==> config.mk <==
export PLATFORM = sky130hd
export DESIGN_NAME = seg_scan_rx
export DESIGN_NICKNAME = d
export VERILOG_FILES = /design/src/rtl/seg_scan_rx_pkg.sv /design/src/rtl/seg_scan_rx_sgm2hex.sv /design/src/rtl/seg_scan_rx.sv
export SDC_FILE = /design/constraint.sdc
export NUM_CORES = 1
export LEC_CHECK = 0
export BUFFER_PORTS_ARGS = -buffer_cell sky130_fd_sc_hd__buf_2
export CAP_MARGIN = 30
export CORE_MARGIN = 8
export CORE_UTILIZATION = 33
export DETAILED_ROUTE_END_ITERATION = 6
export PLACE_DENSITY = 0.51
export SYNTH_ARGS = -nofsm -noshare
export SYNTH_HDL_FRONTEND = slang
export SYNTH_SLANG_ARGS = --single-unit
==> constraint.sdc <==
create_clock -name clk -period 3.7 [get_ports clk]
set_clock_uncertainty 0.2 [all_clocks]
set_input_delay 0.185 -clock clk [delete_from_list [all_inputs] [get_ports clk]]
set_output_delay 0.185 -clock clk [all_outputs]
set_load 0.005 [all_outputs]
==> src/rtl/seg_scan_rx_pkg.sv <==
// Shared types and constants for the seven-segment scan receiver.
package seg_scan_rx_pkg;

  typedef enum logic [1:0] {
    StWait,
    StSettle,
    StHold
  } state_e;

  // Anode vector with no digit selected.
  localparam logic [3:0] AnBlank = 4'b1111;

  // Active-low segment patterns sgm[7:1] (a..g); element i encodes hex value i.
  localparam logic [15:0][6:0] SegTable = {
    7'b0111000,  // F
    7'b0110000,  // E
    7'b1000010,  // D
    7'b0110001,  // C
    7'b1100000,  // B
    7'b0001000,  // A
    7'b0000100,  // 9
    7'b0000000,  // 8
    7'b0001111,  // 7
    7'b0100000,  // 6
    7'b0100100,  // 5
    7'b1001100,  // 4
    7'b0000110,  // 3
    7'b0010010,  // 2
    7'b1001111,  // 1
    7'b0000001   // 0
  };

  // True when exactly one active-low anode line is asserted.
  function automatic logic one_low(input logic [3:0] an_vec);
    logic [3:0] z;
    z = ~an_vec;
    return (z != 4'd0) && ((z & (z - 4'd1)) == 4'd0);
  endfunction

endpackage

==> src/rtl/seg_scan_rx_sgm2hex.sv <==
// Reverse lookup of an active-low segment pattern to its hex value.
module sgm2hex
  import seg_scan_rx_pkg::*;
(
  input  logic [6:0] pat,
  output logic [3:0] val,
  output logic       legal
);

  // Search the table; patterns are unique so at most one entry matches.
  always_comb begin
    val   = 4'd0;
    legal = 1'b0;
    for (int i = 0; i < 16; i++) begin
      if (SegTable[i] == pat) begin
        val   = 4'(i);
        legal = 1'b1;
      end
    end
  end

endmodule

==> src/rtl/seg_scan_rx.sv <==
// Recovers hex digits from a multiplexed, active-low seven-segment display bus.
module seg_scan_rx
  import seg_scan_rx_pkg::*;
#(
  parameter int unsigned STABLE  = 4,
  parameter int unsigned TIMEOUT = 65535
) (
  input  logic        clk,
  input  logic        rst_n,
  input  logic [3:0]  an,
  input  logic [7:0]  sgm,
  output logic [15:0] digits,
  output logic [3:0]  dp,
  output logic [3:0]  dvalid,
  output logic        upd,
  output logic        frame,
  output logic        err_pat,
  output logic        err_an
);

  localparam logic [7:0]  StableCnt = 8'(STABLE);
  localparam logic [19:0] TimeoutM1 = 20'(TIMEOUT - 1);
  localparam logic [19:0] IdleMax   = 20'hFFFFF;

  logic [3:0]  an_m, an_s;
  logic [7:0]  sgm_m, sgm_s;
  logic [11:0] prev_q;
  logic        changed;

  state_e      state_q, state_d;
  logic [7:0]  cnt_q, cnt_d;
  logic        eval;
  logic        eval_q;
  logic [11:0] pat_q;

  logic [3:0]  hex_val;
  logic        hex_legal;
  logic [1:0]  idx;
  logic        capture, bad_an, bad_pat;

  logic [15:0] digits_q, digits_d;
  logic [3:0]  dp_q, dp_d, dvalid_q, dvalid_d, seen_q, seen_d, seen_or;
  logic [19:0] idle_q, idle_d;
  logic        upd_q, frame_q, frame_d, err_pat_q, err_an_q;

  // Two-flop synchronizer plus last-cycle copy for change detection.
  always_ff @(posedge clk or negedge rst_n) begin
    if (!rst_n) begin
      an_m   <= 4'd0;
      an_s   <= 4'd0;
      sgm_m  <= 8'd0;
      sgm_s  <= 8'd0;
      prev_q <= 12'd0;
    end else begin
      an_m   <= an;
      an_s   <= an_m;
      sgm_m  <= sgm;
      sgm_s  <= sgm_m;
      prev_q <= {an_s, sgm_s};
    end
  end

  assign changed = ({an_s, sgm_s} != prev_q);

  // Stability FSM state, sample counter and the latched pattern awaiting decode.
  always_ff @(posedge clk or negedge rst_n) begin
    if (!rst_n) begin
      state_q <= StWait;
      cnt_q   <= 8'd0;
      eval_q  <= 1'b0;
      pat_q   <= 12'd0;
    end else begin
      state_q <= state_d;
      cnt_q   <= cnt_d;
      eval_q  <= eval;
      if (eval) pat_q <= {an_s, sgm_s};
    end
  end

  // Counter holds the number of identical samples seen, including the current one.
  always_comb begin
    state_d = state_q;
    cnt_d   = cnt_q;
    eval    = 1'b0;
    unique case (state_q)
      StWait, StHold: begin
        if (changed) begin
          cnt_d = 8'd1;
          if (cnt_d == StableCnt) begin
            eval    = 1'b1;
            state_d = StHold;
          end else begin
            state_d = StSettle;
          end
        end
      end
      StSettle: begin
        cnt_d = changed ? 8'd1 : cnt_q + 8'd1;
        if (cnt_d == StableCnt) begin
          eval    = 1'b1;
          state_d = StHold;
        end
      end
      default: state_d = StWait;
    endcase
  end

  sgm2hex u_sgm2hex (
    .pat   (pat_q[7:1]),
    .val   (hex_val),
    .legal (hex_legal)
  );

  // Selected digit index from the active-low anode vector.
  always_comb begin
    idx = 2'd0;
    for (int i = 0; i < 4; i++) begin
      if (!pat_q[8 + i]) idx = 2'(i);
    end
  end

  assign capture = eval_q && one_low(pat_q[11:8]) && hex_legal;
  assign bad_pat = eval_q && one_low(pat_q[11:8]) && !hex_legal;
  assign bad_an  = eval_q && (pat_q[11:8] != AnBlank) && !one_low(pat_q[11:8]);

  // Digit store, frame tracking and idle timeout next state.
  always_comb begin
    digits_d = digits_q;
    dp_d     = dp_q;
    dvalid_d = dvalid_q;
    seen_d   = seen_q;
    seen_or  = seen_q;
    frame_d  = 1'b0;
    idle_d   = idle_q;
    if (capture) begin
      digits_d[{idx, 2'b00} +: 4] = hex_val;
      dp_d[idx]     = ~pat_q[0];
      dvalid_d[idx] = 1'b1;
      seen_or       = seen_q | (4'b0001 << idx);
      if (seen_or == 4'b1111) begin
        frame_d = 1'b1;
        seen_d  = 4'd0;
      end else begin
        seen_d = seen_or;
      end
      idle_d = 20'd0;
    end else begin
      if (idle_q != IdleMax) idle_d = idle_q + 20'd1;
      // Clear on the cycle the idle count reaches TIMEOUT.
      if (idle_q == TimeoutM1) begin
        dvalid_d = 4'd0;
        seen_d   = 4'd0;
      end
    end
  end

  // Output and bookkeeping registers.
  always_ff @(posedge clk or negedge rst_n) begin
    if (!rst_n) begin
      digits_q  <= 16'd0;
      dp_q      <= 4'd0;
      dvalid_q  <= 4'd0;
      seen_q    <= 4'd0;
      idle_q    <= 20'd0;
      upd_q     <= 1'b0;
      frame_q   <= 1'b0;
      err_pat_q <= 1'b0;
      err_an_q  <= 1'b0;
    end else begin
      digits_q  <= digits_d;
      dp_q      <= dp_d;
      dvalid_q  <= dvalid_d;
      seen_q    <= seen_d;
      idle_q    <= idle_d;
      upd_q     <= capture;
      frame_q   <= frame_d;
      err_pat_q <= bad_pat;
      err_an_q  <= bad_an;
    end
  end

  assign digits  = digits_q;
  assign dp      = dp_q;
  assign dvalid  = dvalid_q;
  assign upd     = upd_q;
  assign frame   = frame_q;
  assign err_pat = err_pat_q;
  assign err_an  = err_an_q;

endmodule

# Yosys cells after proc, flatten, opt, wreduce, memory -nomap -nowiden
# Cells that the tools add are included.
# Widths: inputs -> output; s select.
totals:
  register_bits: 111
  latchBits: 0
  mem_bits_rw: 0
  romBits: 0
  input_bits: 14
  output_inout_bits: 28
  word_cells: 130
  memories: 0
classes:
  addsub: 4
  multipliers: 0
  n_div: 0
  magnitude_cmp: 2
  eq_ne: 25
  n_shift: 3
  n_mux: 54
  bitwise_logic: 5
  reduce_logical: 19
ops:
  columns: ["operator", "count"]
  rows:
  - ["$mux 4", 12]
  - ["$mux 20", 2]
  - ["$eq 6x7->1 const A", 5]
  - ["$eq 7x7->1 const A", 4]
  - ["$mux 1", 23]
  - ["$add 20x1->20 const B", 1]
  - ["$eq 20x16->1 const B", 1]
  - ["$ne 20x20->1 const B", 1]
  - ["$bwmux 16", 1]
  - ["$mux 8", 2]
  - ["$pmux 8 s2", 1]
  - ["$shift 4x6->16 const A", 1]
  - ["$shiftx 4x6->16", 1]
  - ["$eq 3x7->1 const A", 2]
  - ["$eq 4x7->1 const A", 2]
  - ["$mux 2", 6]
  - ["$mux 3", 4]
  - ["$ne 12x12->1", 1]
  - ["$add 8x1->8 const B", 1]
  - ["$eq 8x3->1 const B", 1]
  - ["$or 4x4->4", 2]
  - ["$eq 1x7->1 const A", 1]
  - ["$eq 5x7->1 const A", 1]
  - ["$logic_and 1x1->1", 7]
  - ["other kinds (24)", 29]

# Logic depth before layout (Yosys ltp)
# Gate-level depths: netlist of the first run.
logic_depth:
  depth_word: 19
  depth_mapped: 8
  depth_no_buf: 7

# Hierarchy
# Synthesis of the first run repeated with hierarchy kept, for this count alone.
hier_totals:
  cells_unflattened: 423
  hier_area_um2: 4972.3
modules_own_cells:
  columns: ["module", "n_inst", "cells_per_inst", "area_each_um2", "seq_area_each_um2"]
  rows:
  - ["seg_scan_rx", 1, 375, 4633.2, 2777.7]
  - ["sgm2hex", 1, 48, 339.1, 0.0]

# Least setup slack after synthesis of the first run
# Ideal clock, no wire load.
synth_timing:
  kind: "reg-to-reg"
  start: "register pat_q[2]"
  end: "register digits_q[12], in the netlist digits[12]"
  setup_ns: 0.125
  t_arrival_ns: 2.087
  required_ns: 3.375
  slack_ns: 1.288
  path_stages_with_launch: 8
  path_buffers: 1
  synth_period_minus_slack_ns: 2.412
  cell_sequence: "dfrtp_1 -> or4b_1 -> o22a_1 -> o21ai_1 -> o31a_4 -> nor2b_4 -> buf_6 -> mux2_4"
synth_via:
  elab_chain_cells: 18
  elab_cells_between_ends: 50
  cone_classes: "15 x eq/ne; 1 x shift; 32 x mux; 2 x reduce/logical"
synth_rtl:
  columns: ["element", "line", "text"]
  rows:
  - ["start, declared", "seg_scan_rx.sv:34", "logic [11:0] pat_q;"]
  - ["start signal, assigned", "seg_scan_rx.sv:76", "if (eval) pat_q <= {an_s, sgm_s};"]
  - ["$eq 7x7->1 or $eq 1x7->1 (tied branches)", "seg_scan_rx_sgm2hex.sv:15", "if (SegTable[i] == pat) begin"]
  - ["$mux 1", "seg_scan_rx_sgm2hex.sv:15", null]
  - ["$mux 2 or $mux 1 (tied branches) (2 in a row)", "seg_scan_rx_sgm2hex.sv:15", null]
  - ["$mux 3 or $mux 1 (tied branches) (4 in a row)", "seg_scan_rx_sgm2hex.sv:15", null]
  - ["$mux 4 or $mux 1 (tied branches) (8 in a row)", "seg_scan_rx_sgm2hex.sv:15", null]
  - ["$shiftx 4x6->16 or $mux 1 (tied branches)", "seg_scan_rx.sv:136, seg_scan_rx_sgm2hex.sv:15", null]
  - ["$bwmux 16 or $logic_and 1x1->1 (tied branches)", "seg_scan_rx.sv:136, seg_scan_rx.sv:122", null]
  - ["end signal, assigned", "seg_scan_rx.sv:170", "digits_q <= digits_d;"]
  - ["end, declared", "seg_scan_rx.sv:41", "logic [15:0] digits_q, digits_d;"]
# Parallel ways exist; a longest one is shown, timed or not.
# A chain may end at the register's enable or synchronous reset.

# Final worst setup path of the first run
layout_timing:
  start: "register pat_q[4]"
  end: "register digits_q[15], in the netlist digits[15]"
# The elaborated chain is that of the path after synthesis.

==> run_results.csv, run 1 <==
group,metric,value,unit
outcome,status,"complete, no violations",
logic_synthesis,avgSynthCellArea,11.36,um^2
timing,rsz0062_at_grt,"no",
global_routing,track_usage,10.71,%
cells_and_area,antennaDiodeCount,0,
die,start_util,33.68,%
clock_network,clkTransAtPathRegs,0.07,ns
die,rows,44,
logic_synthesis,synthTopCellsByArea,"dfrtp_1 57%, mux2_2 5.5%, xor2_1 3.2%",
global_routing,grt_pass1_vias,3192,
cells_and_area,drive_gt1_share,20.21,%
timing,finalHoldViolations,0,
drt,routedWlPerCell,14.55,um
timing,setup_violations,0,
power_and_ir_drop,total_power,0.002248,W
drt,dr.first_iter.drc_count,138,
power_and_ir_drop,power.leakage,2.680,nW
timing,max_freq,0.3281,GHz
power_and_ir_drop,cellPowerDensity,392.7,nW/um^2
cells_and_area,finalNetCount,497,
drt,avgViaCountPerCell,4.888,
cells_and_area,syn_to_final_growth,16.92,%
cells_and_area,layout_common_cells,"111 x dfrtp_1, 41 x nor2_1, 40 x buf_2, 30 x nand2_1, 24 x mux2_2",
critical_path,worstPathArrival,3.08,ns
drt,drc,0,
clock_network,post_cts.repair.setup_buffers,0,
logic_synthesis,synth-main-ff-cell,"dfrtp_1",
power_and_ir_drop,ir_drop,228.9,uV
critical_path,crit_path_end_kind,"flop",
drt,ant_nets,0,
global_routing,grt_max_degree,75,
place,place_congestion,0.7815,
global_routing,antenna_found_initial,0,
logic_synthesis,yosysTopAreaCell,"dfrtp_1",
clock_network,cts_tree,"yes",
clock_network,cts_htree_levels,3,
clock_network,clkLatencyLatePin,0.35,ns
timing,worst_slew_pin_slew,1.056,ns
clock_network,numCtsBuffers,9,
die,dieArea,18990,um^2
die,die_h,137.8,um
place,dpl-instance-area,5264,um^2
critical_path,crit_fanout,33,
timing,drv_slew,0,
logic_synthesis,synth.cell_area,4895,um^2
die,core_area,14530,um^2
timing,relSlewSlack,29.45,%
place,portBuffers,41,
die,pin_count,42,
logic_synthesis,synth_cell_types,59,
logic_synthesis,yosysTopAreaCellShare,56.75,%
place,post-dp-hpwl,6663,um
cells_and_area,stdcell_area,5723,um^2
timing,setup_tns,0,ns
critical_path,required,3.73,ns
logic_synthesis,synth_nets,448,
logic_synthesis,ys_async_sr_fraction,100.0,%
clock_network,clockBufferDepth,2,
die,die_x,137.8,um
logic_synthesis,synthCells,431,
timing,period_minus_slack,3.047,ns
timing,fin_crit_sh,82.36,%
drt,totalWireLength,9735,um
logic_synthesis,ys_seq_elements,111,
timing,whs,0.1496,ns
drt,vias,3270,
logic_synthesis,synth_edf_count,0,
logic_synthesis,synth.yosys.seq_area_share,56.75,%
clock_network,cts_num_sinks,111,
drt,first_pass_iters,4,
global_routing,grt_pass1_wl,16220,um
critical_path,startpoint_type,"flop",
min_path,min_path_type,"reg2reg",
cells_and_area,final_common_cell,"dfrtp_1",
global_routing,grt_overflow,0,
flow_run,cap_viol_max_count,0,
critical_path,worstSetupPathType,"reg2reg",
cells_and_area,fin_util,39.38,%
clock_network,cts_root_buffer,"clkbuf_16",
logic_synthesis,yosysWarnings,0,
metrics by stage:
step,worst slack [ns],std cells
after floorplan,1.288,431
after global placement,0.7129,638
after detailed placement,0.6305,638
after CTS,0.6237,667
after global routing,0.4862,669
final,0.6526,669
worst max-delay path: stages (launching register included):
cell and delay, ns:
dfrtp_1 0.55, or4_1 0.57, nor3_1 0.27, a211o_1 0.25, o31a_4 0.41, nor2b_4 0.35, mux2_4 0.32
logic make-up after synthesis:
logic type      after synthesis  share of synthesized area (%)
flops                       111                          56.75
mux                          34                          7.976
compound gates               63                          9.228
fa+ha+maj                     4                         0.9715
simple gates                154                          16.21
xor+xnor                     33                          5.905
buf+inv                      32                          2.965
repair_timing:
item	4_1_cts	5_1_grt
hold buffers	13	1
endpoints found under the setup margin	0	0
gates resized for setup	0	0
endpoints found under the hold margin	85	2
state kept, by name, indices dropped and copies added (netlist names), 2 cells and up:
| name | flops |
|---|---|
| digits | 16 |
| an_m | 4 |
| idle_q | 20 |
| seen_q | 4 |
| sgm_s | 8 |
| prev_q | 12 |
| sgm_m | 8 |
| state_q | 2 |
| an_s | 4 |
| cnt_q | 8 |
| dp | 4 |
| dvalid | 4 |
| pat_q | 12 |
where the power goes:
part / switching, W / leakage (nW) / internal (W)
sequential: 0.0000121 / 1.44 / 0.00123
clock: 0.000457 / 0.142 / 0.000486
combinational: 0.0000315 / 1.09 / 0.0000289
metal layers:
layer,up-vias,routed length [um],global-route usage [%]
met3,15,414,2.261
met5,-,0,0
met4,0,199,5.075
met2,52,4511,16.70
met1,1586,4610,13.92
li1,1617,-,-
Yosys cell counts (3+ instances only):
cell type,instances
nor4_1,3
nand2b_1,3
ha_1,3
mux2i_1,6
dfrtp_1,111
o21ai_0,11
xnor2_1,15
a32o_1,5
nor3_1,12
mux2_2,24
and4b_1,3
nand4_1,19
xor2_1,18
a211oi_1,3
nor2_1,41
buf_2,5
mux2_4,4
inv_1,11
or3_1,3
a21oi_1,11
a31oi_1,3
and2_1,5
or2_2,3
clkbuf_1,12
nand2_1,30
o31ai_1,3
and3_1,7
a21o_1,3
nand3b_1,3
nand3_1,13
cell type report:
| cell class | instances | area (um^2) |
|---|---|---|
| clock buffer | 10 | 239.0 |
| clock inverter | 6 | 52.55 |
| fill | 1432 | 8811 |
| inverter | 11 | 41.29 |
| multi-input combinational | 288 | 1972 |
| sequential | 111 | 2778 |
| tap | 184 | 230.2 |
| timing repair buffer | 59 | 410.4 |
final timing paths:
| kind | from | end | slack, ns | cells past startpoint |
|---|---|---|---|---|
| setup / recovery | pat_q[4]$_DFFE_PN0P_ | digits[15]$_DFFE_PN0P_ | 0.65 | 6 |
| hold / removal | sgm_m[6]$_DFF_PN0_ | sgm_s[6]$_DFF_PN0_ | 0.15 | 0 |
| setup reg to reg | pat_q[4]$_DFFE_PN0P_ | digits[15]$_DFFE_PN0P_ | 0.65 | 6 |
| hold reg to reg | sgm_m[6]$_DFF_PN0_ | sgm_s[6]$_DFF_PN0_ | 0.15 | 0 |
| max in group asynchronous | rst_n | idle_q[0]$_DFFE_PN0P_ | 2.04 | 5 |
| min in group asynchronous | rst_n | prev_q[1]$_DFF_PN0_ | 0.51 | 3 |
(Power assumes the default switching activity.)
==> run 2, diff against run 1 <==
--- a/config.mk
+++ b/config.mk
@@ -10,7 +10,7 @@
 export CORE_MARGIN = 8
 export CORE_UTILIZATION = 33
 export DETAILED_ROUTE_END_ITERATION = 6
-export PLACE_DENSITY = 0.51
+export PLACE_DENSITY = 0.53
 export SYNTH_ARGS = -nofsm -noshare
 export SYNTH_HDL_FRONTEND = slang
 export SYNTH_SLANG_ARGS = --single-unit
==> constraint.sdc (replaced) <==
create_clock -name clk -period 2.8 [get_ports clk]
set_clock_uncertainty 0.2 [all_clocks]
set_input_delay 0.14 -clock clk [delete_from_list [all_inputs] [get_ports clk]]
set_output_delay 0.14 -clock clk [all_outputs]
set_load 0.005 [all_outputs]
==> run_results.csv, run 2 (same netlist as run 1, synthesis figures left out) <==
group,metric,value,unit
power_and_ir_drop,swShare,20.38,%
global_routing,grt_max_degree,71,
timing,whs,0.1335,ns
clock_network,numCtsBuffers,9,
critical_path,r2r_start,"pat_q[2]$_DFFE_PN0P_",
timing,worst_slack,0.2032,ns
global_routing,track_usage,11.05,%
critical_path,cp_num_buf_inv,0,
power_and_ir_drop,pwr-share-comb,2.4,%
critical_path,crit_path_start,"pat_q[2]$_DFFE_PN0P_",
place,portBuffers,41,
clock_network,clockBufferDepth,2,
place,post-dp-hpwl,6928,um
drt,vias,3356,
power_and_ir_drop,ir_drop,356.0,uV
global_routing,use_met1,13.99,%
global_routing,grt.busiest_layer,"met2",
cells_and_area,drive_gt1_share,22.85,%
cells_and_area,layout_common_cells,"110 x dfrtp_1, 41 x nor2_1, 40 x buf_2, 30 x nand2_1, 24 x mux2_2",
critical_path,crit_fanout,11,
power_and_ir_drop,power.share.clock,44.7,%
critical_path,crit_path_top_delay_cell,"or4b_1",
timing,setup_violations,0,
die,pin_count,42,
critical_path,cp_top_family,"simple AND/OR/NAND/NOR gates",
die,die_x,137.8,um
outcome,status,"complete, no violations",
critical_path,ff2ff_path_depth,6,
cells_and_area,multiInputGateArea,1972,um^2
clock_network,cts_htree_levels,3,
critical_path,worstPathArrival,2.63,ns
cells_and_area,largest_reg_flops,20,
timing,relSlewSlack,61.84,%
die,die_h,137.8,um
min_path,min_path_type,"in2async",
drt,first_pass_iters,4,
critical_path,crit_path_end_kind,"flop",
cells_and_area,final_common_cell,"dfrtp_1",
critical_path,max_stage_delay,0.58,ns
die,core_area,14530,um^2
cells_and_area,final-seq-area,2779,um^2
power_and_ir_drop,switching_power,0.0006335,W
timing,worst_slew_pin_slew,0.5674,ns
timing,period_minus_slack,2.597,ns
power_and_ir_drop,seq_power_share,52.9,%
cells_and_area,finalNetCount,511,
global_routing,grt_pass1_vias,3464,
drt,dr.first_iter.drc_count,192,
power_and_ir_drop,power.leakage,2.762,nW
clock_network,clkLatencyLatePin,0.34,ns
drt,ant_nets,0,
timing,fin_crit_sh,92.74,%
clock_network,cts_tree,"yes",
timing,setup_tns,0,ns
cells_and_area,top_register,"idle_q",
global_routing,grt_pass1_wl,16930,um
critical_path,path_depth,6,
power_and_ir_drop,cellPowerDensity,531.2,nW/um^2
drt,avgViaCountPerCell,4.914,
cells_and_area,antennaDiodeCount,0,
clock_network,cts_root_buffer,"clkbuf_16",
global_routing,grt_overflow,0,
critical_path,required,2.83,ns
timing,max_freq,0.3851,GHz
timing,rsz0062_at_grt,"no",
global_routing,met2_usage,18.02,%
drt,totalWireLength,9844,um
die,dieArea,18990,um^2
die,start_util,33.68,%
cells_and_area,syn_to_final_growth,19.56,%
critical_path,startpoint_type,"flop",
timing,drv_slew,0,
drt,routedWlPerCell,14.41,um
critical_path,crit_path_cell_trace,"or4b_1 > o22a_1 > o21ai_1 > o31a_4 > nor2b_4 > mux2_4",
die,rows,44,
global_routing,met3_usage,2.662,%
flow_run,cap_viol_max_count,0,
place,pre_cts_slack,0.1032,ns
timing,finalHoldViolations,0,
critical_path,worstSetupPathType,"reg2reg",
clock_network,clkTransAtPathRegs,0.07,ns
place,place_congestion,0.7926,
cells_and_area,fillers,1396,
clock_network,cts_num_sinks,111,
power_and_ir_drop,p_int,0.002475,W
global_routing,antenna_found_initial,0,
drt,drc,0,
==> run 2: layout make-up <==
class,instances,area share [%]
clock buffer,10,4.084
clock inverter,6,1.604
inverter,11,0.7056
multi-input combinational,288,33.70
sequential,111,47.49
tap,184,3.934
timing repair buffer,73,8.488
==> run 2: final timing paths <==
kind,slack (ns),endpoint
worst max register to register,0.20,digits[13]$_DFFE_PN0P_
worst max-delay path,0.20,digits[13]$_DFFE_PN0P_
max in group asynchronous,1.52,idle_q[5]$_DFFE_PN0P_
min in group clk,0.15,an_s[3]$_DFF_PN0_
worst min-delay path,0.13,sgm_s[4]$_DFF_PN0_
worst min register to register,0.15,an_s[3]$_DFF_PN0_
==> run 2: timing repair <==
action                                  4_1_cts  5_1_grt
setup buffers                                 0        0
gates resized for setup                       0        3
endpoints found under the setup margin        0        8
hold endpoints to repair                     53        0
hold buffers                                 13        0
==> run 2: per-stage QoR <==
stage	instances	area, um^2	total power [W]	utilization (%)
global placement	654	5384	0.001739	37.04
global route	683	5852	0.003246	40.26
floorplan	431	4895	0.001687	-
CTS	683	5847	0.003168	40.23
detailed placement	654	5384	0.001741	37.04
finish	683	5852	0.003108	40.26
==> run 2: metal layers <==
metal | vias to the layer above | share of wire (%)
met5 | - | 0
met4 | 0 | 1.4
met3 | 9 | 4.4
met2 | 46 | 48
met1 | 1646 | 47
li1 | 1655 | -
==> run 2: power by group through the flow <==
stage	combinational, W	sequential, W	clock [W]
floorplan	0.0000159	0.00167	0
global placement	0.0000630	0.00168	0
detailed placement	0.0000641	0.00168	0
CTS	0.0000782	0.00164	0.00144
global route	0.0000866	0.00165	0.00151
finish	0.0000741	0.00164	0.00139
==> run 3, diff against run 2 <==
--- a/config.mk
+++ b/config.mk
@@ -7,7 +7,7 @@
 export LEC_CHECK = 0
 export BUFFER_PORTS_ARGS = -buffer_cell sky130_fd_sc_hd__buf_2
 export CAP_MARGIN = 30
-export CORE_MARGIN = 8
+export CORE_MARGIN = 2
 export CORE_UTILIZATION = 33
 export DETAILED_ROUTE_END_ITERATION = 6
 export PLACE_DENSITY = 0.53
==> run_results.csv, run 3 (same netlist as run 1, synthesis figures left out) <==
group,metric,value,unit
power_and_ir_drop,power.share.clock,45.0,%
cells_and_area,final-seq-area,2778,um^2
die,die_x,125.8,um
place,place_congestion,0.8831,
drt,vias,3405,
power_and_ir_drop,ir_drop,335.8,uV
global_routing,met2_usage,21.30,%
place,dpl-instance-area,5376,um^2
die,core_area,14530,um^2
timing,period_minus_slack,2.601,ns
die,start_util,33.68,%
timing,relSlewSlack,57.50,%
critical_path,required,2.84,ns
global_routing,track_usage,13.19,%
power_and_ir_drop,power.leakage,2.759,nW
global_routing,grt_pass1_vias,3502,
global_routing,use_met1,17.84,%
clock_network,clkLatencyLatePin,0.35,ns
cells_and_area,antennaDiodeCount,0,
die,rows,44,
clock_network,cts_num_sinks,111,
power_and_ir_drop,p_int,0.002461,W
cells_and_area,finalNetCount,510,
clock_network,clkTransAtPathRegs,0.08,ns
critical_path,crit-reg2reg-capture,"digits[14]$_DFFE_PN0P_",
timing,drv_slew,0,
cells_and_area,final_common_cell,"dfrtp_1",
clock_network,cts_htree_levels,3,
clock_network,cts_resized,0,
drt,drc,0,
critical_path,worstSetupPathType,"reg2reg",
cells_and_area,largest_reg_flops,20,
cells_and_area,layout_common_cells,"111 x dfrtp_1, 41 x nor2_1, 40 x buf_2, 30 x nand2_1, 24 x mux2_2",
critical_path,r2r_start,"pat_q[1]$_DFFE_PN0P_",
clock_network,post_cts.repair.setup_buffers,0,
clock_network,numCtsBuffers,9,
place,portBuffers,41,
drt,totalWireLength,9760,um
min_path,min_from,"sgm_m[7]$_DFF_PN0_",
timing,whs,0.1517,ns
critical_path,ff2ff_path_depth,6,
cells_and_area,syn_to_final_growth,19.22,%
global_routing,antenna_found_initial,0,
die,dieArea,15820,um^2
timing,setup_violations,0,
power_and_ir_drop,cellPowerDensity,535.6,nW/um^2
cells_and_area,top_register,"idle_q",
drt,first_pass_iters,4,
global_routing,grt_pass1_wl,17240,um
timing,worst_slack,0.1989,ns
global_routing,grt_max_degree,50,
critical_path,worstPathArrival,2.64,ns
clock_network,clockBufferDepth,2,
critical_path,crit_fanout,13,
global_routing,grt_overflow,0,
cells_and_area,drive_gt1_share,22.49,%
timing,rsz0062_at_grt,"no",
global_routing,grt.busiest_layer,"met2",
die,pin_count,42,
critical_path,crit_path_end_kind,"flop",
drt,ant_nets,0,
clock_network,cts_root_buffer,"clkbuf_16",
timing,max_freq,0.3845,GHz
min_path,min_path_type,"reg2reg",
min_path,hold_depth,0,
flow_run,cap_viol_max_count,0,
power_and_ir_drop,pwr-share-comb,2.4,%
critical_path,startpoint_type,"flop",
cells_and_area,stdcell_area,5836,um^2
power_and_ir_drop,switching_power,0.0006645,W
timing,fin_crit_sh,92.89,%
drt,avgViaCountPerCell,4.993,
power_and_ir_drop,seq_power_share,52.6,%
cells_and_area,multiInputGateArea,1972,um^2
power_and_ir_drop,swShare,21.26,%
outcome,status,"complete, no violations",
timing,setup_tns,0,ns
die,die_h,125.8,um
clock_network,cts_tree,"yes",
global_routing,met3_usage,2.761,%
min_path,hold_end,"sgm_s[7]$_DFF_PN0_",
drt,routedWlPerCell,14.31,um
timing,worst_slew_pin_slew,0.6375,ns
place,post-dp-hpwl,6589,um
place,pre_cts_slack,0.2095,ns
critical_path,r2r_slack,0.20,ns
cells_and_area,fillers,1404,
timing,finalHoldViolations,0,
drt,dr.first_iter.drc_count,227,
-- run 3: power by group through the flow --
stage | Clock, W | Combinational (W) | Sequential (W)
final | 0.00141 | 0.0000760 | 0.00164
after global routing | 0.00152 | 0.0000882 | 0.00165
after CTS | 0.00146 | 0.0000797 | 0.00164
after detailed placement | 0 | 0.0000655 | 0.00168
after global placement | 0 | 0.0000638 | 0.00168
after floorplan | 0 | 0.0000159 | 0.00167
-- run 3: timing repair --
item | 4_1_cts | 5_1_grt
setup endpoints to repair | 0 | 0
hold endpoints to repair | 59 | 0
hold buffers | 13 | 0
-- run 3: layer usage --
layer / part of all wire [%] / vias up
met5: 0 / -
met4: 0.95 / 0
met3: 3.7 / 7
met2: 46 / 71
met1: 49 / 1678
li1: - / 1649
-- run 3: how the worst max path moves through the flow --
stage / from / end
after floorplan: pat_q[2]$_DFFE_PN0P_ / digits[12]$_DFFE_PN0P_
after global placement: pat_q[1]$_DFFE_PN0P_ / digits[13]$_DFFE_PN0P_
after detailed placement: pat_q[1]$_DFFE_PN0P_ / digits[12]$_DFFE_PN0P_
after CTS: pat_q[1]$_DFFE_PN0P_ / digits[14]$_DFFE_PN0P_
after global routing: pat_q[1]$_DFFE_PN0P_ / digits[15]$_DFFE_PN0P_
final: pat_q[1]$_DFFE_PN0P_ / digits[14]$_DFFE_PN0P_
-- run 3: final cells by class --
class / count / share of cell area, %
multi-input combinational: 288 / 33.79
timing repair buffer: 72 / 8.319
inverter: 11 / 0.7075
clock buffer: 9 / 3.859
tap: 184 / 3.945
clock inverter: 7 / 1.780
sequential: 111 / 47.60
-- run 3: per-stage QoR --
| step | total power (W) | std cells | utilization, % |
|---|---|---|---|
| after floorplan | 0.001687 | 431 | - |
| final | 0.003126 | 682 | 40.15 |
| after CTS | 0.003183 | 682 | 40.15 |
| after global routing | 0.003252 | 682 | 40.15 |
| after global placement | 0.001740 | 653 | 36.99 |
| after detailed placement | 0.001742 | 653 | 36.99 |
-- run 3: critical path, cell delays in order (launching register included) --
cell and delay (ns):
dfrtp_1 0.45, or4b_1 0.56, o22a_1 0.22, o21ai_1 0.18
o31a_4 0.26, nor2b_4 0.30, mux2_4 0.32
